File: config.mk
export PLATFORM = sky130hd
export DESIGN_NAME = fetch_pc_seq
export DESIGN_NICKNAME = d
export VERILOG_FILES = /design/src/rtl/fetch_pc_seq_pkg.sv /design/src/rtl/fetch_pc_seq_target_calc.sv /design/src/rtl/fetch_pc_seq.sv
export SDC_FILE = /design/constraint.sdc
export NUM_CORES = 1
export LEC_CHECK = 0
export CAP_MARGIN = 15
export CORE_MARGIN = 3
export CORE_UTILIZATION = 47
export DETAILED_ROUTE_END_ITERATION = 8
export GPL_ROUTABILITY_DRIVEN = 0
export PLACE_DENSITY_LB_ADDON = 0.2
export SYNTH_ARGS = -nofsm -noshare
export SYNTH_HDL_FRONTEND = slang
export SYNTH_HIERARCHICAL = 1
export SYNTH_SLANG_ARGS = --single-unit
File: constraint.sdc
create_clock -name clk -period 4.85 [get_ports clk]
set_input_delay 0.97 -clock clk [delete_from_list [all_inputs] [get_ports clk]]
set_output_delay 0.97 -clock clk [all_outputs]
set_load 0.01 [all_outputs]
File: src/rtl/fetch_pc_seq_pkg.sv
// Shared CPU definitions for the fetch sequencer: FSM encodings, PC step and
// branch opcode numbers that the branch decision unit also uses.
package fetch_pc_seq_pkg;

    typedef logic [1:0] fsm_state_t;

    localparam logic [1:0] FSM_IDLE  = 2'd0;
    localparam logic [1:0] FSM_FETCH = 2'd1;
    localparam logic [1:0] FSM_EXEC  = 2'd2;
    localparam logic [1:0] FSM_HALT  = 2'd3;

    localparam int PC_STEP = 4;

    // Branch opcodes decoded upstream; kept here so both units agree on numbering.
    localparam logic [5:0] BR_OP_BEQ  = 6'd15;
    localparam logic [5:0] BR_OP_BNE  = 6'd16;
    localparam logic [5:0] BR_OP_BLT  = 6'd17;
    localparam logic [5:0] BR_OP_BGE  = 6'd18;
    localparam logic [5:0] BR_OP_BLTU = 6'd19;
    localparam logic [5:0] BR_OP_BGEU = 6'd20;

endpackage

File: src/rtl/fetch_pc_seq_target_calc.sv
// Combinational next-PC candidates: sequential, PC-relative branch and
// region-absolute jump. All sums wrap modulo 2^PC_W.
module pc_target_calc
    import fetch_pc_seq_pkg::*;
#(
    parameter int PC_W  = 32,
    parameter int OFF_W = 16
) (
    input  logic [PC_W-1:0]  pc,
    input  logic [OFF_W-1:0] branch_off,
    input  logic [25:0]      jump_tgt,
    output logic [PC_W-1:0]  pc_plus4,
    output logic [PC_W-1:0]  br_tgt,
    output logic [PC_W-1:0]  j_tgt
);

    logic signed [PC_W-1:0] off_ext;
    logic signed [PC_W-1:0] off_bytes;

    always_comb begin
        pc_plus4  = pc + PC_W'(PC_STEP);
        off_ext   = {{(PC_W-OFF_W){branch_off[OFF_W-1]}}, branch_off};
        off_bytes = off_ext <<< 2;
        br_tgt    = pc_plus4 + $unsigned(off_bytes);
        // Jump keeps the 256 MB region of the following instruction.
        j_tgt     = {pc_plus4[PC_W-1:28], jump_tgt, 2'b00};
    end

endmodule

File: src/rtl/fetch_pc_seq.sv
// Program-counter and instruction-fetch sequencer: fetches one word per
// instruction over req/ack, then resolves halt/jump/branch/sequential in EXEC.
module fetch_pc_seq
    import fetch_pc_seq_pkg::*;
#(
    parameter int              PC_W     = 32,
    parameter logic [PC_W-1:0] RESET_PC = '0,
    parameter int              OFF_W    = 16
) (
    input  logic              clk,
    input  logic              rst,
    output logic              imem_req,
    output logic [PC_W-1:0]   imem_addr,
    input  logic              imem_ack,
    input  logic [31:0]       imem_rdata,
    output logic [31:0]       instr,
    output logic              instr_valid,
    input  logic              stall,
    input  logic              branch_en,
    input  logic [OFF_W-1:0]  branch_off,
    input  logic              jump_en,
    input  logic [25:0]       jump_tgt,
    input  logic              halt,
    output logic [PC_W-1:0]   pc_out,
    output logic              flush,
    output logic              halted
);

    fsm_state_t      state;
    logic [PC_W-1:0] pc;
    logic [PC_W-1:0] pc_plus4;
    logic [PC_W-1:0] br_tgt;
    logic [PC_W-1:0] j_tgt;

    pc_target_calc #(
        .PC_W  (PC_W),
        .OFF_W (OFF_W)
    ) u_target_calc (
        .pc         (pc),
        .branch_off (branch_off),
        .jump_tgt   (jump_tgt),
        .pc_plus4   (pc_plus4),
        .br_tgt     (br_tgt),
        .j_tgt      (j_tgt)
    );

    always_ff @(posedge clk) begin
        if (rst) begin
            state       <= FSM_IDLE;
            pc          <= RESET_PC;
            instr       <= '0;
            instr_valid <= 1'b0;
            flush       <= 1'b0;
            halted      <= 1'b0;
        end else begin
            instr_valid <= 1'b0;
            flush       <= 1'b0;
            case (state)
                FSM_IDLE: state <= FSM_FETCH;
                FSM_FETCH: begin
                    if (imem_ack) begin
                        instr       <= imem_rdata;
                        instr_valid <= 1'b1;
                        state       <= FSM_EXEC;
                    end
                end
                FSM_EXEC: begin
                    // Halt outranks any redirect so a halting instruction never flushes.
                    if (!stall) begin
                        if (halt) begin
                            halted <= 1'b1;
                            state  <= FSM_HALT;
                        end else begin
                            state <= FSM_FETCH;
                            if (jump_en) begin
                                pc    <= j_tgt;
                                flush <= 1'b1;
                            end else if (branch_en) begin
                                pc    <= br_tgt;
                                flush <= 1'b1;
                            end else begin
                                pc <= pc_plus4;
                            end
                        end
                    end
                end
                FSM_HALT: state <= FSM_HALT;
                default:  state <= FSM_IDLE;
            endcase
        end
    end

    always_comb begin
        imem_req  = (state == FSM_FETCH);
        imem_addr = pc;
        pc_out    = pc;
    end

endmodule
==> results of run 1 <==
## registers in the layout, summed over array words and instances (netlist names)
name	flops
instr	32
flush	1
halted	1
state	2
imem_addr	32
instr_valid	1
## critical path, stage by stage (launching register included)
cell     delay [ns]
dfxtp_1        0.49
and4_1         0.31
and4_1         0.36
and4_1         0.37
nand2_1        0.16
nor2_1         0.15
xor2_1         0.27
ha_1           0.31
nand4_1        0.18
or3_1          0.42
or4_1          0.40
o21ai_0        0.21
xor2_1         0.10
a211o_1        0.26
a32o_1         0.24
## placed cells by master, fill, tap and decap left out, types with 3 or more instances in the layout
master and n:
ha_1 33, a22o_1 33, nand3_1 19, a21oi_1 30
nand2_1 37, clkdlybuf4s50_1 178, o211ai_1 3, nor2b_1 35
and4_1 5, nand4_1 8, xor2_1 19, o21ai_0 17
a31oi_1 5, buf_4 4, a32o_1 32, a211o_1 34
nand2b_1 32, inv_6 3, a21o_1 8, and3_1 9
o22ai_1 3, or3_1 3, a211oi_1 4, dfxtp_1 69
nor2_1 20, clkbuf_16 9, inv_1 9, xnor2_1 38
## metal layers
| metal | global-route usage [%] | wire length [um] | vias up |
|---|---|---|---|
| met5 | 0 | 0 | - |
| met4 | 7.36 | 264 | 0 |
| met1 | 29.0 | 6500 | 2401 |
| met3 | 5.81 | 1260 | 27 |
| li1 | - | - | 2466 |
| met2 | 39.7 | 7610 | 211 |
## how the worst min path moves through the flow
stage | end | slack, ns | cells after the start
after global placement | instr[8] | 0.46 | 1
after floorplan | state[1] | 0.46 | 2
after global routing | instr[3] | 0.49 | 1
after CTS | instr[3] | 0.48 | 1
after detailed placement | instr[21] | 0.46 | 1
final | instr[30] | 0.48 | 1
## final cells by class
class | instances | share of cell area, %
Clock buffer | 9 | 3.16
Sequential cell | 69 | 19.4
Timing Repair Buffer | 185 | 25.9
Tap cell | 140 | 2.45
Clock inverter | 7 | 0.877
Multi-Input combinational cell | 460 | 47.8
Inverter | 9 | 0.473
## power groups by stage
stage	logic, uW	clock network (uW)	registers, uW
after floorplan	170	0	618
after global placement	290	0	612
after detailed placement	296	0	613
after CTS	298	660	601
after global routing	325	677	603
final	300	648	600
## stage by stage
step	instances	util [%]	instance area, sq um	hold slack [ns]
finish	879	64.1	7140	0.479
global route	879	64.1	7140	0.492
CTS	878	63.9	7110	0.482
detailed placement	862	61.3	6820	0.465
global placement	862	61.3	6820	0.460
floorplan	642	-	5520	0.455
## cell usage after synthesis, types with 3 or more instances
master / number / area [sq um]
nand2_1: 37 / 139
o21ai_0: 17 / 85.1
a22o_1: 33 / 289
and4_1: 5 / 43.8
inv_1: 9 / 33.8
a211oi_1: 4 / 30.0
buf_4: 72 / 541
o22ai_1: 3 / 18.8
buf_6: 4 / 45.0
buf_2: 6 / 30.0
xnor2_1: 38 / 333
and3_1: 9 / 56.3
nor2b_1: 35 / 219
a32o_1: 32 / 320
nand4_1: 8 / 50.1
nand2b_1: 32 / 200
nor2_1: 20 / 75.1
dfxtp_1: 69 / 1380
a211o_1: 34 / 298
nand3_1: 19 / 95.1
a31oi_1: 5 / 31.3
ha_1: 33 / 413
a21oi_1: 31 / 155
a21o_1: 8 / 60.1
clkbuf_1: 20 / 75.1
xor2_1: 19 / 166
o211ai_1: 3 / 22.5
or3_1: 3 / 18.8
## cells by family after synthesis
group,Yosys count
and+or+nand+nor,182
buffers and inverters,113
adders and majority gates,34
AOI/OAI and AO/OA,185
xor gates and xnor gates,57
DFF,69
other,1
==> summary.txt, run 1 <==
Clock network
  • Worst-skew pair later-pin latency: 0.34 ns
  • Clock slew at reported path FFs: 0.07 ns
  • Maximum clock insertion buffer count: 2
  • Total CTS buffers: 9
  • Root Driver: clkbuf_16
  • Setup bufs post-CTS: 0
  • Post-CTS resize count: 0
  • Hold_buf cts: 0
  • Clk sink count: 69
  • H-tree depth: 3
  • CTS tree: done

GRT
  • Grt ovf: 0
  • First-pass GRT wire length: 24.9 mm
  • Antenna violations before repair: 0
  • Vias in the first global route: 5086
  • GRT Total Usage: 23.3%
  • Largest net degree at the start of global routing: 66

Synth
  • Main combinational cell family by area after synthesis: compound AO/OA/AOI/OAI gates
  • Top_reg_cell synth: dfxtp_1
  • Syn avg cell area: 8.60 sq um
  • Simple-Gate Fraction of Synth Area: a little under a fifth
  • Xor-xnor portion of the synthesized cell area: 9.05%
  • Post-Syn Instances: 641
  • Compound-Gate Fraction of Synth Area: 26.2%
  • Synth cell types: 55
  • Flops & latches, synth: ~70
  • Async SR Flop Fraction: 0%
  • EDFF count, synth: 0
  • Mux cell area share after synthesis: 0%
  • Register area share after synthesis: 25.1%
  • Ys Warns: 6
  • Post-synthesis adder-cell area fraction: under 10%
  • Mapped cell area: 5510 sq um

Routing
  • Detail Route Antenna Nets: 0
  • Residual DRC: 0
  • Vias post-DR: 5105
  • Initial DRC count: 310
  • DR vias/cell: approximately 5.8
  • Drt pass-1 iters: 5
  • WL/cell: 17.8 um
  • Drt total wl: 15.6 mm

Pwr
  • Pwr/cell area: 217 nW/um^2
  • Clk network pwr share: 41.9%
  • Leak: 0.00290 uW
  • VDD IR-drop max: around 0.00016 V
  • Sequential power share: between 30 and 40%
  • Tot Pwr: 1550 uW
  • Net Sw Power: 442 uW
  • Comb pwr share: 19.4%
  • Switching share of power: between 20% and 30%
  • P_int: around 1100 uW

Placement
  • Port buffer count: 180
  • DPL Wire Length: 11.6 mm
  • Setup WS pre-CTS: 0.501 ns

Worst hold path
  • Worst hold start: instr[30]
  • Min-delay worst type: flop to flop

Floorplanning
  • Die ar.: 13100 sq um
  • Die Ht: 114 um
  • Total core area: around 11000 sq um
  • Site Rows: 38
  • Die width: 114 um
  • Starting Density: 49.6%
  • Io pins: 181

Finish
  • Nets: about 850
  • Area of the multi-input gates: 3410 sq um
  • Fraction of layout cells with a size suffix above 1: 4.06%
  • Area delta synth->final: 29.4%
  • Register area: 1380 sq um
  • # fillers: 979
  • Diodes inserted: 0

STA
  • Final setup fails: 0
  • Final Worst Setup Slack: 0.522 ns
  • RSZ-0062 raised after global routing: no
  • Clock Skew: about 0.0078 ns
  • Slew Limit Fails: 0
  • Final Hold Fails: 0
  • Max-slew headroom: 24.8%
  • Least-Margin Pin Slew: 1.13 ns
  • Total Neg Setup Slack: 0 ns
  • Fin crit period: 4.33 ns
  • F_max: 231 MHz
  • Final period util: between 80% and 90%

Setup path
  • Critical Path Start: imem_addr[11]
  • Setup CP Type: flop to flop
  • CP Launch Type: flop
  • R2r worst-path depth: 14
  • Critical Path RT: between 5 and 6 ns
  • R2r setup slk: 0.52 ns
  • Worst Setup End Kind: flop
  • End point of the critical path: imem_addr[29]
  • Reg2reg start: imem_addr[11]
  • Reg2reg end: imem_addr[29]
  • Max FO, Critical Path: 8
  • Worst Path Arrival: around 4.6 ns

Outcome
  • Status: finished clean

Run
  • Maxcap violations: 0
No activity file was read; power rests on OpenSTA's default activity.
==> inputs of run 2 (changes only) <==
--- a/config.mk
+++ b/config.mk
@@ -7,7 +7,8 @@
 export LEC_CHECK = 0
 export CAP_MARGIN = 15
 export CORE_MARGIN = 3
-export CORE_UTILIZATION = 47
+export CORE_UTILIZATION = 48
+export CTS_BUF_LIST = sky130_fd_sc_hd__clkbuf_8
 export DETAILED_ROUTE_END_ITERATION = 8
 export GPL_ROUTABILITY_DRIVEN = 0
 export PLACE_DENSITY_LB_ADDON = 0.2
==> summary.txt, run 2 (synthesis gave the netlist of run 1 again) <==
Worst hold path
  • Hold Path Sink: instr[10] (was instr[30])
  • Worst hold start: instr[10] (was instr[30])
  • WHS Path Cells: 1 (unchanged)
  • Min-delay worst type: flop to flop (unchanged)

Setup path
  • R2r worst-path depth: 15 (was 14)
  • Critical Path RT: 5.11 ns (was 5.08 ns)
  • Max FO, Critical Path: 8 (unchanged)
  • Setup CP Type: flop to flop (unchanged)
  • Critical Path, Cell by Cell: and4_1 > and4_1 > and4_1 > and3_1 > xor2_1 > ha_1 > a21o_1 > a21o_1 > a21oi_1 > o21ai_0 > a311oi_1 > o21ai_0 > xor2_1 > a211o_1 > a32o_1 (was and4_1 > and4_1 > and4_1 > nand2_1 > nor2_1 > xor2_1 > ha_1 > nand4_1 > or3_1 > or4_1 > o21ai_0 > xor2_1 > a211o_1 > a32o_1)
  • Slowest cell on crit path: dfxtp_1 (unchanged)
  • CP Launch Type: flop (unchanged)
  • Worst Setup End Kind: flop (unchanged)
  • R2r setup slk: 0.44 ns (was 0.52 ns)
  • Reg2reg end: imem_addr[29] (unchanged)
  • Crit path largest cell delay: 0.49 ns (about the same)
  • Reg2reg start: imem_addr[11] (unchanged)
  • Most frequent cell on the critical path: and4_1 (unchanged)
  • Worst Path Arrival: 4.66 ns (was 4.56 ns)

Pwr
  • Pwr/cell area: 193 nW/um^2 (was 217 nW/um^2)
  • Leak: 0.00285 uW (was 0.00290 uW)
  • VDD IR-drop max: 0.000140 V (was 0.000157 V)

Finish
  • Util after Layout: 63.7% (was 64.1%)
  • Fraction of layout cells with a size suffix above 1: 4.06% (unchanged)
  • Commonest non-fill, non-tap cell in the layout: clkdlybuf4s50_1 (unchanged)
  • Nets: 849 (unchanged)
  • Commonest cells after routing, fill and taps aside: clkdlybuf4s50_1, dfxtp_1, xnor2_1 (unchanged)
  • Area delta synth->final: 27.5% (was 29.4%)
  • Diodes inserted: 0 (unchanged)
  • Non-Filler Instances: 879 (unchanged)

STA
  • Total Neg Setup Slack: 0 ns (unchanged)
  • Clock Skew: 0.00855 ns (was 0.00777 ns)
  • Final Hold Fails: 0 (unchanged)
  • Slew Limit Fails: 0 (unchanged)
  • RSZ-0062 raised after global routing: no (unchanged)
  • Fin crit period: 4.41 ns (was 4.33 ns)
  • Max-slew headroom: 25.7% (was 24.8%)
  • Final setup fails: 0 (unchanged)
  • Least-Margin Pin Slew: 1.11 ns (was 1.13 ns)
  • F_max: 227 MHz (was 231 MHz)
  • WHS: 0.481 ns (was 0.479 ns)
  • Final period util: 90.9% (was 89.2%)
  • Final Worst Setup Slack: 0.441 ns (was 0.522 ns)

GRT
  • GRT Total Usage: 23.4% (was 23.3%)
  • Busiest grt layer: met2 (unchanged)
  • Grt ovf: 0 (unchanged)
  • Met2 usage: 38.7% (was 39.7%)
  • GR Layer Usage met1: 29.6% (was 29.0%)
  • Vias in the first global route: 4973 (was 5086)
  • Largest net degree at the start of global routing: 66 (unchanged)
  • First-pass GRT wire length: 24.5 mm (was 24.9 mm)
  • Antenna violations before repair: 0 (unchanged)
  • Met3 Use GR: 6.36% (was 5.81%)

Floorplanning
  • Starting Density: 50.0% (was 49.6%)
  • Site Rows: 38 (unchanged)
  • Die Ht: 113 um (was 114 um)
  • Total core area: 11000 sq um (was 11100 sq um)
  • Io pins: 181 (unchanged)
  • Die width: 113 um (was 114 um)
  • Die ar.: 12800 sq um (was 13100 sq um)

Routing
  • Detail Route Antenna Nets: 0 (unchanged)
  • Drt pass-1 iters: 4 (was 5)
  • Initial DRC count: 296 (was 310)
  • Drt total wl: 15.2 mm (was 15.6 mm)
  • Residual DRC: 0 (unchanged)
  • DR vias/cell: 5.75 (was 5.81)
  • Vias post-DR: 5051 (was 5105)
  • WL/cell: 17.3 um (was 17.8 um)

Placement
  • Placed insts: 862 (unchanged)
  • Port buffer count: 180 (unchanged)
  • Setup WS pre-CTS: 0.468 ns (was 0.501 ns)
  • DPL Wire Length: 11.5 mm (was 11.6 mm)

Outcome
  • Status: finished clean (unchanged)

Clock network
  • Total CTS buffers: 9 (unchanged)
  • Root Driver: clkbuf_8 (was clkbuf_16)
  • Hold_buf cts: 0 (unchanged)
  • Worst-skew pair later-pin latency: 0.36 ns (was 0.34 ns)
  • H-tree depth: 3 (unchanged)
  • Clock slew at reported path FFs: 0.08 ns (was 0.07 ns)
  • Post-CTS resize count: 0 (unchanged)
  • Clk sink count: 69 (unchanged)
  • CTS tree: done (unchanged)
  • Setup bufs post-CTS: 0 (unchanged)
  • Maximum clock insertion buffer count: 2 (unchanged)

Run
  • Maxcap violations: 0 (unchanged)
[run 2: worst max-delay path: cells and delay by family, from the launching register on]
kind | cells | cell delay, ns
xor gates and xnor gates | 2 | 0.38
adders and majority gates | 1 | 0.33
and+or+nand+nor | 4 | 1.30
AOI/OAI and AO/OA | 8 | 1.79
DFF | 1 | 0.49
[run 2: power breakdown]
part,internal [uW],total (uW),leakage [uW],switching [uW]
combinational,162,297,0.00220,135
clock,198,461,0.0000943,263
sequential,585,599,0.000560,14.6
total,945,1360,0.00285,412
[run 2: final cells by class]
cell class | count | area (sq um)
well taps | 140 | 175
inverters | 9 | 33.8
multi-input cells | 460 | 3410
clock buffers | 9 | 124
fillers | 965 | 4000
clock inverters | 7 | 65.1
flip-flops and latches | 69 | 1380
repair buffers | 185 | 1840
[run 2: worst max-delay path by stage]
stage / end / start / slack (ns) / depth (start not counted)
3_3_place_gp: imem_addr[28] / branch_off[0] / 0.52 / 12
4_1_cts: imem_addr[29] / imem_addr[11] / 0.52 / 15
2_1_floorplan: imem_addr[29] / imem_addr[4] / 1.0 / 15
5_1_grt: imem_addr[29] / imem_addr[11] / 0.16 / 15
6_report: imem_addr[29] / imem_addr[11] / 0.44 / 15
3_5_place_dp: imem_addr[28] / branch_off[0] / 0.47 / 12
[run 2: per-layer routing]
| metal | vias to the layer above | share of wire (%) | wire [um] |
|---|---|---|---|
| met5 | - | 0 | 0 |
| met4 | 0 | 1.7 | 256 |
| met3 | 22 | 8.5 | 1290 |
| met2 | 189 | 48 | 7300 |
| met1 | 2373 | 42 | 6400 |
| li1 | 2467 | - | - |
[run 2: stage by stage]
stage               instance area (sq um)  total power, uW
detailed placement                   6820              907
global route                         7030             1420
CTS                                  7010             1370
finish                               7030             1360
floorplan                            5520              788
global placement                     6820              902
